File: config.mk
export PLATFORM = sky130hd
export DESIGN_NAME = shift_operand_encoder
export DESIGN_NICKNAME = d
export VERILOG_FILES = /design/src/rtl/shift_operand_encoder.sv
export SDC_FILE = /design/constraint.sdc
export NUM_CORES = 1
export LEC_CHECK = 0
export BUFFER_PORTS_ARGS = -buffer_cell sky130_fd_sc_hd__clkbuf_2
export CAP_MARGIN = 20
export CORE_MARGIN = 5
export CORE_UTILIZATION = 55
export DETAILED_ROUTE_END_ITERATION = 16
export PLACE_DENSITY = 0.77
export SYNTH_ARGS = -nofsm -noshare
export SYNTH_HDL_FRONTEND = slang
export SYNTH_SLANG_ARGS = --single-unit
File: constraint.sdc
create_clock -name clk -period 2.9 [get_ports clk]
set_input_delay 0.29 -clock clk [delete_from_list [all_inputs] [get_ports clk]]
set_output_delay 0.29 -clock clk [all_outputs]
set_load 0.02 [all_outputs]
File: src/rtl/shift_operand_encoder.sv
// shift_operand_encoder
//   Finds the ARM data-processing immediate encoding {rotate_imm, eight_immed}
//   of a 32-bit constant, so that value == ROR(eight_immed, 2*rotate_imm).
//   One rotation is tested per clock. The smallest matching rotation is
//   reported, which makes the result unique.
//
// Parameters
//   MAX_ROT        highest rotate_imm tried (0..15)
//
// Ports
//   clk            system clock, rising edge
//   rst            asynchronous active-high reset
//   start          request pulse, only sampled in IDLE
//   value          constant to encode, latched on the accept edge
//   busy           high while searching
//   done           one-cycle pulse when found/shift_operand are valid
//   found          1 = encodable, 0 = not encodable within MAX_ROT
//   shift_operand  {rotate_imm, eight_immed}, 12'h000 when not found
//
// Build option
//   ENC_FAST_PATH_EN  values that already fit in 8 bits go straight to DONE
//                     on the accept edge, skipping SEARCH. The results are the
//                     same as the default build; only the latency differs.
//
// state  | meaning
// IDLE   | waiting for start; previous result held on found/shift_operand
// SEARCH | testing rotation rot_q against the latched value
// DONE   | one-cycle done pulse, then back to IDLE
module shift_operand_encoder #(
  parameter int MAX_ROT = 15
) (
  input  logic        clk,
  input  logic        rst,
  input  logic        start,
  input  logic [31:0] value,
  output logic        busy,
  output logic        done,
  output logic        found,
  output logic [11:0] shift_operand
);

  localparam logic [3:0] MaxRot = MAX_ROT[3:0];

  typedef enum logic [1:0] {
    IDLE   = 2'd0,
    SEARCH = 2'd1,
    DONE   = 2'd2
  } state_t;

  state_t      state_q, state_d;
  logic [31:0] val_q, val_d;
  logic [3:0]  rot_q, rot_d;
  logic        busy_q, busy_d;
  logic        done_q, done_d;
  logic        found_q, found_d;
  logic [11:0] so_q, so_d;

  // Rotate left by 2*rot: the upper half of the doubled word shifted left.
  logic [5:0]  sh_amt;
  logic [63:0] dbl;
  logic [31:0] cand;
  logic        match;

  assign sh_amt = {1'b0, rot_q, 1'b0};
  assign dbl    = {val_q, val_q} << sh_amt;
  assign cand   = dbl[63:32];
  assign match  = (cand[31:8] == 24'd0);

  always_comb begin
    state_d = state_q;
    val_d   = val_q;
    rot_d   = rot_q;
    busy_d  = 1'b0;
    done_d  = 1'b0;
    found_d = found_q;
    so_d    = so_q;

    unique case (state_q)
      IDLE: begin
        if (start) begin
          val_d   = value;
          rot_d   = 4'd0;
          found_d = 1'b0;
          so_d    = 12'h000;
`ifdef ENC_FAST_PATH_EN
          if (value[31:8] == 24'd0) begin
            state_d = DONE;
            done_d  = 1'b1;
            found_d = 1'b1;
            so_d    = {4'h0, value[7:0]};
          end else begin
            state_d = SEARCH;
            busy_d  = 1'b1;
          end
`else
          state_d = SEARCH;
          busy_d  = 1'b1;
`endif
        end
      end

      SEARCH: begin
        if (match) begin
          state_d = DONE;
          done_d  = 1'b1;
          found_d = 1'b1;
          so_d    = {rot_q, cand[7:0]};
        end else if (rot_q == MaxRot) begin
          state_d = DONE;
          done_d  = 1'b1;
          found_d = 1'b0;
          so_d    = 12'h000;
        end else begin
          rot_d  = rot_q + 4'd1;
          busy_d = 1'b1;
        end
      end

      DONE: begin
        state_d = IDLE;
      end

      default: begin
        state_d = IDLE;
      end
    endcase
  end

  always_ff @(posedge clk or posedge rst) begin
    if (rst) begin
      state_q <= IDLE;
      val_q   <= 32'd0;
      rot_q   <= 4'd0;
      busy_q  <= 1'b0;
      done_q  <= 1'b0;
      found_q <= 1'b0;
      so_q    <= 12'h000;
    end else begin
      state_q <= state_d;
      val_q   <= val_d;
      rot_q   <= rot_d;
      busy_q  <= busy_d;
      done_q  <= done_d;
      found_q <= found_d;
      so_q    <= so_d;
    end
  end

  assign busy          = busy_q;
  assign done          = done_q;
  assign found         = found_q;
  assign shift_operand = so_q;

endmodule

# ---- Word-level counts from Yosys, hierarchy flattened
# Index checks and enable logic that the tools add are counted.
dict set report totals {
  output_inout_bits 15
  ff_bits 53
  input_bits 35
  wordCells 45
}
dict set report classes {
  add_sub_neg 1
  shifts 1
  mux 23
  n_reduce_logical 7
  eq_ne 6
}
# op count
set op_table {}
lappend op_table {{$shl 64x5->64} 1}
lappend op_table {{$mux 12} 3}
lappend op_table {{$logic_not 24->1} 1}
lappend op_table {{$pmux 12 s2} 1}
lappend op_table {{$mux 4} 3}
lappend op_table {{$mux 1} 9}
lappend op_table {{$pmux 4 s2} 1}
lappend op_table {{$mux 2} 3}
lappend op_table {{$ne 2x2->1 const B} 3}
lappend op_table {{$add 4x1->4 const B} 1}
lappend op_table {{$eq 4x4->1 const B} 1}
lappend op_table {{$pmux 1 s2} 2}
lappend op_table {{$pmux 2 s2} 1}
lappend op_table {{$reduce_and 2->1} 2}
lappend op_table {{$reduce_and 4->1} 1}
lappend op_table {{$ne 3x3->1 const B} 1}
lappend op_table {{$reduce_and 3->1} 1}
lappend op_table {{$eq 2x1->1 const B} 1}
lappend op_table {{$logic_not 2->1} 1}
lappend op_table {{$reduce_bool 2->1} 1}

# ---- Longest topological paths before layout
# Gate-level depths: netlist of run 1.
dict set report logic_depth {
  ltp_word 4
  depth_mapped 12
  ltp_nobuf 8
}

# ---- Worst setup path after synthesis of run 1
# OpenSTA, ideal clock, no wires.
dict set report synth_path {
  path_type {register -> register}
  startpoint {register rot_q[0]}
  endpoint {register so_q[0], in the netlist shift_operand[0]}
  required_ns 2.778
  setup_time_ns 0.122
  path_slack_ns 0.399
  t_arrival_ns 2.380
  path_stages_with_launch 12
  path_cell_list {dfrtp_1 buf_6 buf_6 buf_4 mux2_2 a221oi_1 nand4_1 o2bb2ai_1 and2_4 o21ai_4 buf_6 a32o_1}
}
dict set report synth_between {
  elab_chain_cells 4
  elab_cells_between_ends 7
}
# item line
set synth_rtl {}
lappend synth_rtl {{start, declared} 52} ;# logic [3:0] rot_q, rot_d;
lappend synth_rtl {{start signal, assigned} 141} ;# rot_q <= rot_d;
lappend synth_rtl {{$shl 64x5->64} 65} ;# assign dbl = {val_q, val_q} << sh_amt;
lappend synth_rtl {{$logic_not 24->1} 67} ;# assign match = (cand[31:8] == 24'd0);
lappend synth_rtl {{$ne 3x3->1 (no source line) or $mux 12 (tied branches)} -}
lappend synth_rtl {{$reduce_and 3->1 (no source line) or $pmux 12 s2 (tied branches)} -}
lappend synth_rtl {{end signal, assigned} 137} ;# so_q <= 12'h000;
lappend synth_rtl {{end signal, assigned} 145} ;# so_q <= so_d;
lappend synth_rtl {{end, declared} 56} ;# logic [11:0] so_q, so_d;
# Parallel ways exist; a longest one is shown, timed or not.
# A chain may end at the register's enable or synchronous reset.

# ---- Worst setup path after layout of run 1
dict set report layout_path {
  startpoint {register rot_q[0]}
  endpoint {register rot_q[1]}
}
dict set report layout_between {
  elab_chain_cells 4
  elab_cells_between_ends 10
}
# item line
set layout_rtl {}
lappend layout_rtl {{$shl 64x5->64 or $add 4x1->4 (tied branches)} {65, 114}}
lappend layout_rtl {{$logic_not 24->1 or $mux 4 (tied branches)} {67, 108}}
lappend layout_rtl {{$ne 2x2->1 (no source line) or $mux 4 (tied branches)} -}
lappend layout_rtl {{$reduce_and 4->1 (no source line) or $pmux 4 s2 (tied branches)} -}
# Parallel ways exist; a longest one is shown, timed or not. The select of a mux whose other input is x is not followed.

==> results of run 1 <==
[cells by family after synthesis]
kind of cell | Yosys count | share of synthesized area
buf+inv | 48 | 0.05899
fa+ha+maj | 1 | 0.003277
mux | 47 | 0.1875
simple gates | 203 | 0.2347
compound gates | 85 | 0.1682
flops | 53 | 0.3474
[worst reg2reg max path: stages, from the launching register on]
cell       delay [ns]
dfrtp_2          0.44
buf_6            0.15
buf_12           0.14
mux4_2           0.49
nand2_1          0.09
o221ai_2         0.11
nor4_2           0.31
buf_4            0.16
o2bb2ai_2        0.11
and2_4           0.20
or2_2            0.13
mux2_2           0.33
[placed cells by master, fill, tap and decap left out, drive strengths merged, types with 2 or more instances in the layout]
cell      synthesis  routed
nor2             25      25
nor3             16      16
and3              2       2
or2               3       3
dfrtp            53      53
clkinv            1       2
nand2b            3       3
mux4             19      19
a32o             12      12
nor2b             5       5
nor4              9       9
inv               6       6
o21ai            13      13
clkinvlp          0       2
clkbuf           18      54
and2              5       5
a2111oi           5       5
a211oi           14      14
nand2           123     123
nor3b             2       2
a22oi             2       2
a31oi             6       6
mux2              6       6
a211o             3       3
a2bb2oi           2       2
o211ai            3       3
or4               3       3
buf              23      54
mux2i            22      22
a21oi            10      10
a21o              5       5
[through the flow]
| stage | utilization | worst slack [ns] | area (sq um) |
|---|---|---|---|
| 2_1_floorplan | - | 0.3986 | 3817 |
| 4_1_cts | 0.6689 | 0.09267 | 4519 |
| 3_5_place_dp | 0.6509 | -0.02035 | 4398 |
| 6_report | 0.6763 | 0.1296 | 4569 |
| 3_3_place_gp | 0.6509 | 0.07609 | 4398 |
| 5_1_grt | 0.6763 | -0.001151 | 4569 |
[area by class of cell]
type                    count  share of cell area
flip-flops and latches     53              0.2908
clock buffers               5             0.01506
inverters                   7            0.006572
clock inverters             3            0.005476
multi-input cells         336              0.5033
repair buffers            103              0.1569
well taps                  80             0.02191
[registers in the layout, summed over array words and instances, names as in the netlist]
signal / cells
shift_operand: 12
rot_q: 4
found: 1
done: 1
val_q: 32
busy: 1
state_q: 2
[power groups by stage]
| stage | registers [mW] | clock network [mW] | logic, mW |
|---|---|---|---|
| final | 1.50 | 0.448 | 3.79 |
| after floorplan | 1.24 | 0 | 2.53 |
| after detailed placement | 1.51 | 0 | 3.57 |
| after global placement | 1.51 | 0 | 3.55 |
| after global routing | 1.52 | 0.481 | 4.12 |
| after CTS | 1.47 | 0.452 | 3.66 |
[worst max-delay path by stage]
stage	startpoint	to	slack, ns
6_report	rot_q[0]	rot_q[1]	0.13
5_1_grt	rot_q[0]	rot_q[1]	-0.001
4_1_cts	rot_q[1]	rot_q[1]	0.09
3_5_place_dp	rot_q[0]	rot_q[1]	-0.02
3_3_place_gp	rot_q[0]	rot_q[1]	0.08
2_1_floorplan	rot_q[0]	shift_operand[0]	0.40
[per-layer routing]
layer,track usage,up-vias,wire length [um]
met5,0,-,0
met4,0.1087,0,410
met3,0.05551,38,956
met2,0.4532,187,5438
met1,0.3951,1765,5188
li1,-,1718,-
[repair_timing]
action | CTS | global route
setup endpoints to repair | 14 | 15
gates resized for setup | 0 | 12
setup buffers | 2 | 1
pin swaps | 0 | 3
==> impl_metrics.toml, run 1 <==
[grt]
grt_max_degree = 35
antenna_found_initial = 0
globalRoute.totalOverflow = 0
grt_pass1_wl_um = 19400
grt_usage = 0.2886
grt_pass1_vias = 3651

[power_and_ir_drop]
powerDensity_nw_per_um2 = 1256
power_frac_comb = 0.660
peakVddDrop_v = 0.0005229
internal_power_mw = 2.999
seq_power_share = 0.262
swShare = 0.4776
clockPowerShare = 0.078
p_leak_nw = 2.176
power_mw = 5.741
switchingPower_mw = 2.742

[critical_path]
cp.depth = 11
worstPathArrival_ns = 2.99
cp_num_buf_inv = 3
r2r_slack_ns = 0.13
end_kind = "register"
max_stage_delay_ns = 0.49
r2r-end = "rot_q[1]"
cpMaxStageDelayCell = "mux4_2"
path_delay_family = "multiplexers"
worstReg2RegStart = "rot_q[0]"
crit_type = "register to register"
required_ns = 3.12
critPathLaunchType = "register"
crit_chain = "buf_6, buf_12, mux4_2, nand2_1, o221ai_2, nor4_2, buf_4, o2bb2ai_2, and2_4, or2_2, mux2_2"
path_max_fanout = 13
reg2reg_depth = 11

[cts]
cts_buffer_depth = 2
cts_tree = "yes"
numCtsBuffers = 5
clock_sinks = 53
clk_pin_slew_ns = 0.11
htreeDepth = 2
clk-insertion-delay-late_ns = 0.32
cts_root_buffer = "clkbuf_8"
ctsHoldBuffers = 0

[logic_synthesis]
syn_area_sq_um = 3817
ys_seq_elements = 53
syn_inst = 437
yosysWarnings = 0
synth.most_common_cell = "nand2_1"
synth-main-ff-cell = "dfrtp_1"
yosysTopAreaCell = "dfrtp_1"
synth_nets = 473
ys_top_cells_by_count = "123 x nand2_1, 53 x dfrtp_1, 25 x nor2_1"
synth_top_area_frac = 0.3474
synth_seq_area_share = 0.3474
ys_types = 55
avgSynthCellArea_sq_um = 8.735
synth-edff-count = 0
netlist_top_cells_area = "dfrtp_1 35%, nand2_1 12%, mux4_2 11%"
async_flop_share = 1.000

[floorplan]
dieArea_sq_um = 8707
ioPinCount = 50
coreArea_sq_um = 6756
die_x_um = 93.31
rows = 30
initial_core_util = 0.5650
die_y_um = 93.31

[timing]
finalCritPeriodShare = 0.9553
max_slew_margin = 0.4412
hold_slack_ns = 0.05559
slew_viol_final = 0
period_needed_ns = 2.770
finalHoldViolations = 0
fin_setup_tns_ns = 0
tightest_slew_ns = 0.8362
finalSetupViolations = 0
fin_skew_ns = 0.007114
fmax_mhz = 361.0

[detailed_routing]
wl_per_cell_um = 20.43
drt_iter0_drc = 316
dr_total_vias = 3708
drc_errors = 0
wl_um = 11990
drtPass1Iterations = 5
via_per_inst = 6.317
ant_nets = 0

[placement]
dp_hpwl_um = 9080
place.port_buffers = 49
dpl.cell_count = 576
globalplace.congestion = 1.088

[run]
cap_violations = 0

[layout]
final_cell_count_no_fill = 587
multiInputGateArea_sq_um = 2300
fillers = 590
nets = 542
syn2layout_area_growth_pct = 19.70
seq_area_sq_um = 1329
layout-drive-gt1-share = 0.2998
diodes = 0

[run_status]
outcome = "complete, no violations"

[hold_path]
hold_class = "input pin to asynchronous set/reset pin"
Power figures use the tool's default switching activity.
==> run 2, diff against run 1 <==
- CTS_CLUSTER_DIAMETER: unset -> 200
- REMOVE_ABC_BUFFERS: unset -> 1
==> impl_metrics.toml, run 2 (synthesis results as in run 1) <==
[grt]
grt_max_degree = 48
antenna_found_initial = 0
grt_pass1_vias = 3490
grt_pass1_wl_um = 18710
grt_usage = 0.2770
globalRoute.totalOverflow = 0

[layout]
final_cell_count_no_fill = 578
largest_reg_flops = 32
finalInstanceArea_sq_um = 4472
layout_common_cells = "123 x nand2_1, 51 x dfrtp_1, 49 x clkbuf_2"
diodes = 0
syn2layout_area_growth_pct = 17.14
layout-drive-gt1-share = 0.2831
largest_register = "val_q"
fillers = 581
nets = 533
final_core_util = 0.6619
final_common_cell = "nand2_1"

[cts]
clk_pin_slew_ns = 0.10
cts_tree = "yes"
numCtsBuffers = 5
ctsHoldBuffers = 0
cts_buffer_depth = 2
htreeDepth = 2
clock_sinks = 53
clk-insertion-delay-late_ns = 0.31
cts_root_buffer = "clkbuf_8"

[floorplan]
die_y_um = 93.31
coreArea_sq_um = 6756
die_x_um = 93.31
dieArea_sq_um = 8707
rows = 30
ioPinCount = 50
initial_core_util = 0.5650

[placement]
placed_cell_area_sq_um = 4298
dpl.cell_count = 566
dp_hpwl_um = 8665
globalplace.congestion = 0.9844
place.port_buffers = 49

[critical_path]
worstPathArrival_ns = 3.02
required_ns = 3.10
crit_type = "register to register"
path_max_fanout = 6
critPathLaunchType = "register"
end_kind = "register"

[detailed_routing]
wl_per_cell_um = 20.05
wl_um = 11590
drc_errors = 0
ant_nets = 0
drtPass1Iterations = 5
dr_total_vias = 3690
via_per_inst = 6.384
drt_iter0_drc = 227

[timing]
fin_skew_ns = 0.009136
slew_viol_final = 0
tightest_slew_ns = 0.6659
fmax_mhz = 354.3
max_slew_margin = 0.5554
period_needed_ns = 2.822
finalSetupViolations = 0
finalHoldViolations = 0
fin_setup_tns_ns = 0
finalCritPeriodShare = 0.9732

[hold_path]
hold_class = "input pin to asynchronous set/reset pin"

[run]
cap_violations = 0

[run_status]
outcome = "complete, no violations"

[power_and_ir_drop]
powerDensity_nw_per_um2 = 1248
p_leak_nw = 2.128
peakVddDrop_v = 0.0005389
[run 2: what timing repair did]
item                       4_1_cts  5_1_grt
pin swaps                        0        0
setup endpoints to repair        3       17
cloned                           0        0
resized for setup                1        9
buffers inserted                 0        4
[run 2: cell type report]
| type | count | area, sq um | share of cell area |
|---|---|---|---|
| Multi-Input combinational cell | 336 | 2293 | 0.5129 |
| Sequential cell | 53 | 1329 | 0.2971 |
| Timing Repair Buffer | 94 | 611.8 | 0.1368 |
| Tap cell | 80 | 100.1 | 0.02238 |
| Clock buffer | 6 | 72.57 | 0.01623 |
| Clock inverter | 2 | 35.03 | 0.007834 |
| Inverter | 7 | 30.03 | 0.006715 |
[run 2: critical path, stage by stage, from the launching register on]
cell and delay [ns]:
dfrtp_2 0.50, buf_4 0.17, mux4_2 0.48, or2_0 0.25, a2111oi_2 0.31, nand4_1 0.18
o2bb2ai_2 0.18, and2_4 0.20, or2_2 0.13, mux2_2 0.32
[run 2: metrics by stage]
| step | worst slack, ns | hold WS (ns) | total power [mW] |
|---|---|---|---|
| 6_report | 0.07775 | 0.04956 | 5.583 |
| 5_1_grt | -0.01842 | 0.09916 | 5.946 |
| 4_1_cts | -0.002767 | 0.06440 | 5.394 |
| 3_5_place_dp | 0.01290 | 0.4006 | 4.880 |
| 3_3_place_gp | 0.01204 | 0.3903 | 4.815 |
| 2_1_floorplan | -1.512 | 0.3954 | 3.608 |
[run 2: layer usage]
metal  wire length (um)  GRT usage  share of wire
met5                  0          0              0
met4                325    0.08669          0.028
met3                956    0.04586          0.083
met2               5472     0.4425           0.47
met1               4831     0.3855           0.42
[run 2: final timing paths]
path / startpoint / end / slack, ns / cells past startpoint
max: rot_q[0] / rot_q[1] / 0.08 / 9
min in group clk: value[14] / val_q[14] / 0.16 / 3
max reg2reg: rot_q[0] / rot_q[1] / 0.08 / 9
min: rst / done / 0.05 / 2
min reg2reg: found / found / 0.53 / 1
max in group asynchronous: rst / val_q[8] / 2.08 / 3
[run 2: where the power goes]
part / internal [mW] / switching, mW / total (mW)
logic: 1.69 / 1.84 / 3.53
clock network: 0.257 / 0.252 / 0.509
registers: 0.990 / 0.555 / 1.55
